**config.mk**
```make
export PLATFORM = sky130hd
export DESIGN_NAME = pc_fetch_ctrl
export DESIGN_NICKNAME = d
export VERILOG_FILES = /design/src/rtl/pc_fetch_ctrl.sv
export SDC_FILE = /design/constraint.sdc
export NUM_CORES = 1
export LEC_CHECK = 0
export BUFFER_PORTS_ARGS = -buffer_cell sky130_fd_sc_hd__clkbuf_2
export CORE_AREA = 4 4 127 129
export CTS_BUF_LIST = sky130_fd_sc_hd__clkbuf_16
export DETAILED_ROUTE_END_ITERATION = 8
export DIE_AREA = 0 0 131 133
export PLACE_DENSITY = 0.8
export SLEW_MARGIN = 30
export SYNTH_ARGS = -nofsm -noshare
export SYNTH_HDL_FRONTEND = slang
export SYNTH_SLANG_ARGS = --single-unit
```
**constraint.sdc**
```tcl
create_clock -name clk -period 5.05 [get_ports clk]
set_input_delay 0 -clock clk [delete_from_list [all_inputs] [get_ports clk]]
set_output_delay 0 -clock clk [all_outputs]
set_load 0.02 [all_outputs]
```
**src/rtl/pc_fetch_ctrl.sv**
```systemverilog
`default_nettype none
// ============================================================================
// Module      : pc_fetch_ctrl
// Description : Program-counter and instruction-fetch controller. It issues
//               one instruction-memory request at a time, holds the returned
//               instruction for decode until it is accepted, and handles
//               branch/jump redirects. A redirect that arrives while a fetch
//               is outstanding is remembered, and the wrong-path data is
//               discarded when its ack arrives.
// Ports       :
//   clk             - clock, all state changes on rising edge
//   rst             - asynchronous active-high reset
//   redirect_valid  - branch/jump taken this cycle
//   redirect_base   - PC of the redirecting instruction
//   redirect_offset - halfword offset (applied shifted left by 1)
//   imem_req        - instruction-memory request (high only in FETCH)
//   imem_addr       - request address (the pc register)
//   imem_ack        - imem_rdata valid this cycle
//   imem_rdata      - fetched instruction
//   instr_valid     - instr_out / instr_pc valid to decode
//   instr_ready     - decode accepts the instruction
//   instr_out       - held instruction
//   instr_pc        - address of instr_out
//   flush_cnt       - saturating count of discarded fetches
// Revision    : 1.0 - initial release
// ============================================================================
module pc_fetch_ctrl #(
    parameter logic [31:0] RESET_PC = 32'h0000_0000
) (
    input  logic        clk,
    input  logic        rst,
    input  logic        redirect_valid,
    input  logic [31:0] redirect_base,
    input  logic [31:0] redirect_offset,
    output logic        imem_req,
    output logic [31:0] imem_addr,
    input  logic        imem_ack,
    input  logic [31:0] imem_rdata,
    output logic        instr_valid,
    input  logic        instr_ready,
    output logic [31:0] instr_out,
    output logic [31:0] instr_pc,
    output logic [7:0]  flush_cnt
);

    localparam logic [1:0] S_IDLE  = 2'd0;
    localparam logic [1:0] S_FETCH = 2'd1;
    localparam logic [1:0] S_HOLD  = 2'd2;

    localparam logic [7:0] c_CNT_MAX = 8'hFF;

    logic [1:0]  r_state;
    logic [1:0]  w_state_nxt;
    logic [31:0] r_pc;
    logic [31:0] r_instr;
    logic [31:0] r_instr_pc;
    logic        r_flush_pending;
    logic [31:0] r_target;
    logic [7:0]  r_flush_cnt;

    logic [31:0] w_target;
    logic        w_in_fetch;
    logic        w_in_hold;
    logic        w_flush_ack;
    logic        w_accept;
    logic        w_hold_redir;
    logic        w_hold_adv;
    logic        w_req;
    logic        w_valid;

    // Offset is in halfwords; the shift drops bit 31 and the sum wraps.
    assign w_target     = redirect_base + (redirect_offset << 1);

    assign w_in_fetch   = (r_state == S_FETCH);
    assign w_in_hold    = (r_state == S_HOLD);

    // Ack on the wrong path: either a redirect is already stored or one
    // arrives in the same cycle as the data.
    assign w_flush_ack  = w_in_fetch && imem_ack && (redirect_valid || r_flush_pending);
    assign w_accept     = w_in_fetch && imem_ack && !redirect_valid && !r_flush_pending;

    // In HOLD a redirect takes priority over decode accepting the instruction.
    assign w_hold_redir = w_in_hold && redirect_valid;
    assign w_hold_adv   = w_in_hold && !redirect_valid && instr_ready;

    // ---------------------------------------------------------------- state
    always_ff @(posedge clk or posedge rst) begin
        if (rst) begin
            r_state <= S_IDLE;
        end else begin
            r_state <= w_state_nxt;
        end
    end

    // ----------------------------------------------------------- next state
    always_comb begin
        w_state_nxt = r_state;
        case (r_state)
            S_IDLE:  w_state_nxt = S_FETCH;
            S_FETCH: if (w_accept) w_state_nxt = S_HOLD;
            S_HOLD:  if (redirect_valid || instr_ready) w_state_nxt = S_FETCH;
            default: w_state_nxt = S_IDLE;
        endcase
    end

    // -------------------------------------------------------------- outputs
    always_comb begin
        w_req   = 1'b0;
        w_valid = 1'b0;
        case (r_state)
            S_FETCH: w_req   = 1'b1;
            S_HOLD:  w_valid = 1'b1;
            default: begin
                w_req   = 1'b0;
                w_valid = 1'b0;
            end
        endcase
    end

    // ------------------------------------------------------------- datapath
    always_ff @(posedge clk or posedge rst) begin
        if (rst) begin
            r_pc            <= RESET_PC;
            r_instr         <= 32'h0;
            r_instr_pc      <= 32'h0;
            r_flush_pending <= 1'b0;
            r_target        <= 32'h0;
            r_flush_cnt     <= 8'h0;
        end else begin
            // pc only moves on a completed fetch or when leaving HOLD, so the
            // request address is stable for the whole outstanding fetch.
            if (w_flush_ack) begin
                r_pc <= redirect_valid ? w_target : r_target;
            end else if (w_hold_redir) begin
                r_pc <= w_target;
            end else if (w_hold_adv) begin
                r_pc <= r_pc + 32'd4;
            end

            if (w_accept) begin
                r_instr    <= imem_rdata;
                r_instr_pc <= r_pc;
            end

            // Pending redirect: the last one before the ack wins.
            if (w_in_fetch) begin
                if (imem_ack) begin
                    r_flush_pending <= 1'b0;
                end else if (redirect_valid) begin
                    r_flush_pending <= 1'b1;
                    r_target        <= w_target;
                end
            end

            if ((w_flush_ack || w_hold_redir) && (r_flush_cnt != c_CNT_MAX)) begin
                r_flush_cnt <= r_flush_cnt + 8'd1;
            end
        end
    end

    assign imem_req    = w_req;
    assign imem_addr   = r_pc;
    assign instr_valid = w_valid;
    assign instr_out   = r_instr;
    assign instr_pc    = r_instr_pc;
    assign flush_cnt   = r_flush_cnt;

endmodule
`default_nettype wire
```
==> results of run 1 <==
layout make-up:
type | count | area (um^2)
fillers | 1224 | 5010
multi-input cells | 635 | 4240
flip-flops and latches | 139 | 3480
repair buffers | 246 | 1420
clock buffers | 17 | 425
well taps | 188 | 235
clock inverters | 15 | 160
inverters | 14 | 57.6
metrics by stage:
step           cell area (um^2)   util  power (uW)  std cells
2_1_floorplan              7930      -        3590        832
3_3_place_gp               9070  0.604        4360       1186
3_5_place_dp               9080  0.604        4440       1186
4_1_cts                   10000  0.667        5700       1254
5_1_grt                   10000  0.667        6050       1254
6_report                  10000  0.667        5690       1254
cells in the final DEF (no fill, tap or decap), drive strengths merged, types with 4 or more instances in the layout:
master / n
dlygate4sd3: 36
dfrtp: 139
a221oi: 5
o221ai: 5
inv: 17
and3: 15
or2: 4
nor2b: 5
clkbuf: 222
o21ai: 82
nor3: 20
xnor2: 22
a21o: 17
mux2i: 4
a21oi: 65
and2: 4
ha: 32
mux2: 67
xor2: 17
a22oi: 7
nor2: 61
a211oi: 4
nand2: 100
o21a: 9
nand3: 18
buf: 5
o21bai: 5
clkinv: 7
a31oi: 16
nand4: 9
cell families after synthesis:
group           count (synthesis)
compound gates                242
xor+xnor                       39
fa+ha+maj                      33
buf+inv                        58
flops                         139
mux                            71
simple gates                  250
worst max-delay path: stages, from the launching register on:
cell and delay (ps):
dfrtp_1 390, nor2b_1 420, and2_1 490, nor2_1 310, a31oi_1 510, nand4_1 250
nor3_1 250, xor2_1 170
path summary, 6_finish.rpt:
path | to | slack (ps) | cells after the start
max in group asynchronous | imem_addr[29] | 3570 | 4
min in group asynchronous | instr_out[12] | 320 | 3
setup / recovery | flush_cnt[7] | 2190 | 7
setup reg to reg | flush_cnt[7] | 2190 | 7
hold / removal | imem_addr[30] | 50 | 3
hold reg to reg | r_target[21] | 480 | 2
metal layers:
layer,track usage,vias to the layer above,wire length [um]
li1,-,3457,-
met1,0.343,3434,9330
met2,0.396,332,10200
met3,0.0367,29,1610
met4,0.0846,0,388
met5,0,-,0
registers in the layout, summed over array words and instances, names as in the netlist:
signal,count
r_target,32
instr_pc,32
instr_out,32
r_state,2
r_flush_pending,1
imem_addr,32
flush_cnt,8
power by group through the flow:
stage	registers [uW]	logic [uW]	clock network [uW]
floorplan	2480	1110	0
global placement	2080	2270	0
detailed placement	2120	2320	0
CTS	2100	2360	1240
global route	2190	2580	1290
finish	2110	2360	1220
==> summary.md, run 1 <==
| Metric | Value |
|---|---|
| Worst-Margin Slew | between 900 and 1000 ps |
| RSZ-0062 raised after global routing | no |
| Yosys cell types | between 60 and 70 |
| Initial cell density of the core | 0.528 |
| Reg-to-Reg Start | r_state[1] |
| Vias in the first global route | 6947 |
| Fmax achieved | around 0.35 GHz |
| Reg clk slew, reported paths | roughly 60 ps |
| Top cells by count, synth | dfrtp_1, nand2_1, o21ai_0, mux2_2, a21oi_1 |
| Largest family of logic cells by synthesized area | compound AO/OA/AOI/OAI gates |
| Register area share after synthesis | 0.438 |
| Synth async-reset ratio | 1.00 |
| # setup viols final | 0 |
| YS warnings | 0 |
| Synthesized area per cell | ~9.5 um^2 |
| WL/cell | between 15 and 20 um |
| Initial drt markers | a little under 500 |
| Io pins | around 210 |
| Startpoint Class | flip-flop |
| Global-route wire length before repair | 34.6 mm |
| Compound-cell area share of the yosys netlist | 0.192 |
| Final WL | between 20 and 25 mm |
| Die Area | 17400 um^2 |
| Placer Congestion | 0.899 |
| DIE HEIGHT | between 100 and 150 um |
| Core Area | between 15000 and 20000 um^2 |
| Cell Area, Synth | 7930 um^2 |
| Vias | approximately 7.3k |
| Adder-cell share of the synthesized area | 0.0530 |
| Die W | 131 um |
| P_sw | between 2000 and 2500 uW |
| Post-cts resize count | 0 |
| Antenna Cells | 0 |
| Nets | 1187 |
| Pin count of the biggest net entering global routing | 87 |
| Area grow syn2layout | 26.4% |
| Post-synth top area share | 0.438 |
| CTS max path bufs | 2 |
| Pre-Repair DR Iteration Count | 6 |
| Min-delay worst type | input port to flip-flop |
| Worst EP arrival | 3190 ps |
| Area contributors post-synth | dfrtp_1, mux2_2, ha_1, nand2_1, o21ai_0 |
| Leakage Power | approximately 0.0047 uW |
| Min Tclk post-route | around 2900 ps |
| Dominant synthesized flop cell | dfrtp_1 |
| PortBufs | just over 200 |
| Share of layout cells above drive strength 1 | 0.299 |
| Slew Limit Fails | 0 |
| H-tree Lvls | 4 |
| Post-DP HPWL | 15.1 mm |
| Detail Route Antenna Nets | 0 |
| Xor/xnor share of the synthesized area | 0.0431 |
| Clock root buffer | clkbuf_16 |
| Hold WS | 52.9 ps |
| Maximum vdd drop | approximately 0.00028 V |
| Most common cell in the synthesized netlist | dfrtp_1 |
| Power Density | 568 nW/um^2 |
| Global Route Usage Sum | 0.248 |
| Crit. End Element | flip-flop |
| Drc violations | 0 |
| Worst Hold Launch | redirect_offset[29] |
| Sequential power share | 0.370 |
| Setup TNS | 0 ps |
| CTS hold repair buffers | 36 |
| CTS Buf Count | 17 |
| Post-synthesis simple-gate area fraction | 0.144 |
| Initial antenna violation count | 0 |
| CP Launch Point | r_state[1] |
| Status | complete, no violations |
| Net Sw Frac | 0.412 |
| Dpl ws | 2230 ps |
| Post-synthesis mux area share | 0.100 |
| Fin crit share | 0.566 |
| Total gr overflow | 0 |
| Postcts setup bufs | 0 |
| Max Cap Viol | 0 |
| Post-synthesis cell count | between 800 and 900 |
| Final setup margin | approximately 2200 ps |
| Worst clock skew | about 6.7 ps |
| Via-per-instance ratio | between 5 and 6 |
| CTS tree | yes |
| Yosys top cell by area | dfrtp_1 |
| Critical path fanouts, max | 9 |
| Sink Count | around 140 |
| Worst slew margin | 0.377 |
| Critical path type | flip-flop to flip-flop |
| Net count after synthesis | ~970 |
| Flops & latches, synth | roughly 140 |
| Clk network pwr share | 0.215 |
| Part of the power in combinational logic | 0.414 |
| Number of flops mapped to enable cells by yosys | 0 |
| Clock Latency Late Sink | ~400 ps |
| Int Pwr | 3350 uW |
| # rows | 45 |
| CP required | 5380 ps |
| Final hold vios | 0 |
No activity file was read; power rests on OpenSTA's default activity.
==> run 2, diff against run 1 <==
--- a/config.mk
+++ b/config.mk
@@ -6,11 +6,11 @@
 export NUM_CORES = 1
 export LEC_CHECK = 0
 export BUFFER_PORTS_ARGS = -buffer_cell sky130_fd_sc_hd__clkbuf_2
-export CORE_AREA = 4 4 127 129
+export CORE_AREA = 4 4 133 135
 export CTS_BUF_LIST = sky130_fd_sc_hd__clkbuf_16
 export DETAILED_ROUTE_END_ITERATION = 8
-export DIE_AREA = 0 0 131 133
-export PLACE_DENSITY = 0.8
+export DIE_AREA = 0 0 137 139
+export PLACE_DENSITY = 0.77
 export SLEW_MARGIN = 30
 export SYNTH_ARGS = -nofsm -noshare
 export SYNTH_HDL_FRONTEND = slang
==> constraint.sdc (replaced) <==
create_clock -name clk -period 2.6 [get_ports clk]
set_input_delay 0 -clock clk [delete_from_list [all_inputs] [get_ports clk]]
set_output_delay 0 -clock clk [all_outputs]
set_load 0.02 [all_outputs]
==> summary.md, run 2 (synthesis gave the netlist of run 1 again) <==
| Metric | Value |
|---|---|
| Status | complete, no violations |
| CP required | 2890 ps (-2490 ps) |
| Delay of the slowest critical-path stage | 450 ps (-60 ps) |
| Antenna Cells | 0 (unchanged) |
| RSZ-0062 raised after global routing | no |
| Worst-path cell chain | ha_1 > and3_2 > nand4_1 > or3_1 > o21ai_1 > nand3_1 > o21ai_0 > o311ai_1 > a41oi_1 > o31ai_1 |
| Reg clk slew, reported paths | 60 ps (about the same) |
| Worst clock skew | 6.54 ps (-0.150 ps) |
| Initial drt markers | 486 (-2.0%) |
| Hold WS | 37.5 ps (-15.4 ps) |
| Clock root buffer | clkbuf_16 |
| Worst slew margin | 0.400 (+0.0237) |
| CTS Buf Count | 17 (unchanged) |
| Post-DP HPWL | 16.4 mm (+8.6%) |
| Fin area | 10400 um^2 (+3.6%) |
| Startpoint Class | flip-flop |
| Critical path type | flip-flop to flip-flop |
| Share of layout cells above drive strength 1 | 0.324 (+0.0244) |
| Die W | 137 um (+4.6%) |
| Leakage Power | 0.00485 uW (+3.9%) |
| Vias in the first global route | 7046 (+1.4%) |
| Pre-Repair DR Iteration Count | 7 (+1) |
| Clk network pwr share | 0.222 (+0.007) |
| Critical path fanouts, max | 6 (-3) |
| Clock Latency Late Sink | 410 ps (about the same) |
| Pin count of the biggest net entering global routing | 140 (+61%) |
| P_sw | 4670 uW (+99%) |
| Power Density | 1100 nW/um^2 (+94%) |
| Commonest non-fill, non-tap cell in the layout | clkbuf_2 |
| Worst Hold Launch | redirect_offset[0] |
| Via-per-instance ratio | 5.53 (-4.4%) |
| Net Sw Frac | 0.408 (-0.00376) |
| Slowest cell on the critical path | or3_1 |
| Nets | 1221 (+2.9%) |
| WL/cell | 16.8 um (-2.1%) |
| Placer Congestion | 0.895 (-0.48%) |
| Sequential power share | 0.353 (-0.017) |
| Final hold vios | 0 (unchanged) |
| Int Pwr | 6770 uW (+100%) |
| Worst EP arrival | 2650 ps (-540 ps) |
| Area grow syn2layout | 31.0% |
| Core Area | 16500 um^2 (+9.5%) |
| Register-to-register setup slack | 240 ps (-1950 ps) |
| Initial cell density of the core | 0.482 (-0.0459) |
| Fin crit share | 0.907 (+0.341) |
| Cell Area, Placed | 9400 um^2 (+3.5%) |
| Initial antenna violation count | 0 (unchanged) |
| Die Area | 19000 um^2 (+9.3%) |
| Reg area | 3480 um^2 (unchanged) |
| Sink Count | 139 (unchanged) |
| H-tree Lvls | 4 (unchanged) |
| Most frequent cells in the layout | clkbuf_2, dfrtp_1, nand2_1 |
| Setup TNS | 0 ps (unchanged) |
| Multi-input logic area | 4240 um^2 (-0.15%) |
| CP Launch Point | imem_addr[3] |
| CTS max path bufs | 2 (unchanged) |
| DIE HEIGHT | 139 um (+4.5%) |
| Global Route Usage Sum | 0.232 (-0.0157) |
| PortBufs | 205 (unchanged) |
| Min Tclk post-route | 2360 ps (-501 ps) |
| Max Cap Viol | 0 (unchanged) |
| Drc violations | 0 (unchanged) |
| Crit. End Element | flip-flop |
| # rows | 47 (+4.4%) |
| Worst-Margin Slew | 899 ps (-35.5 ps) |
| # setup viols final | 0 (unchanged) |
| Fmax achieved | 0.424 GHz (+21%) |
| Detail Route Antenna Nets | 0 (unchanged) |
| Maximum vdd drop | 0.000549 V (+95%) |
| Part of the power in combinational logic | 0.425 (+0.011) |
| Number of fill cells in the layout | 1391 (+14%) |
| Final WL | 22.2 mm (+3.0%) |
| CTS tree | yes |
| Reg-to-Reg Start | imem_addr[3] |
| Total gr overflow | 0 (unchanged) |
| Min-delay worst type | input port to flip-flop |
| Io pins | 207 (unchanged) |
| Global-route wire length before repair | 35.6 mm (+2.9%) |
| Vias | 7300 (+0.66%) |
| Slew Limit Fails | 0 (unchanged) |
run 2: changes by cell type in the layout (fill, tap and decap cells not counted), moves of 2 or more:
cell / change
inv_1: -2
buf_4: +31
buf_12: +3
clkinvlp_4: +2
run 2: worst max-delay path, delay by kind of cell (launching register included):
family / cells / cell delay [ps]
fa+ha+maj: 1 / 210
flops: 1 / 350
simple gates: 4 / 990
compound gates: 5 / 690
run 2: layer usage:
layer  share of wire  up-vias  global-route usage
met1            0.44     3379               0.317
met5               0        -                   0
met4           0.016        0              0.0683
met3           0.083       39              0.0421
met2            0.46      352               0.377
li1                -     3530                   -
run 2: final timing paths:
path,to,depth (start not counted)
worst min register to register,r_target[5],2
worst max register to register,imem_addr[30],10
min in group asynchronous,instr_pc[20],4
max in group asynchronous,imem_addr[29],4
worst min-delay path,r_target[1],4
worst max-delay path,imem_addr[30],10
run 2: timing repair:
action                                  in CTS  in global routing
hold buffers                                36                  0
hold endpoints to repair                   176                  0
resized for setup                            0                  2
buffers inserted                             0                  1
endpoints found under the setup margin       0                  1
run 2: per-stage QoR:
stage,power [uW],instances,setup slack [ps],util
floorplan,6980,832,189,-
global placement,8700,1251,151,0.571
detailed placement,8850,1251,94.3,0.571
CTS,11500,1319,156,0.630
global route,12200,1320,12.0,0.631
finish,11400,1320,241,0.631
run 2: power by group through the flow:
stage | registers (uW) | logic [uW] | clock network (uW)
after floorplan | 4820 | 2160 | 0
after global routing | 4180 | 5300 | 2670
after CTS | 4020 | 4870 | 2580
final | 4040 | 4860 | 2540
after global placement | 3990 | 4710 | 0
after detailed placement | 4050 | 4790 | 0
run 2: layout make-up:
type	instances	area share
multi-input combinational	635	0.408
sequential	139	0.335
timing repair buffer	280	0.165
clock buffer	17	0.0409
tap	220	0.0265
clock inverter	15	0.0191
inverter	14	0.00542
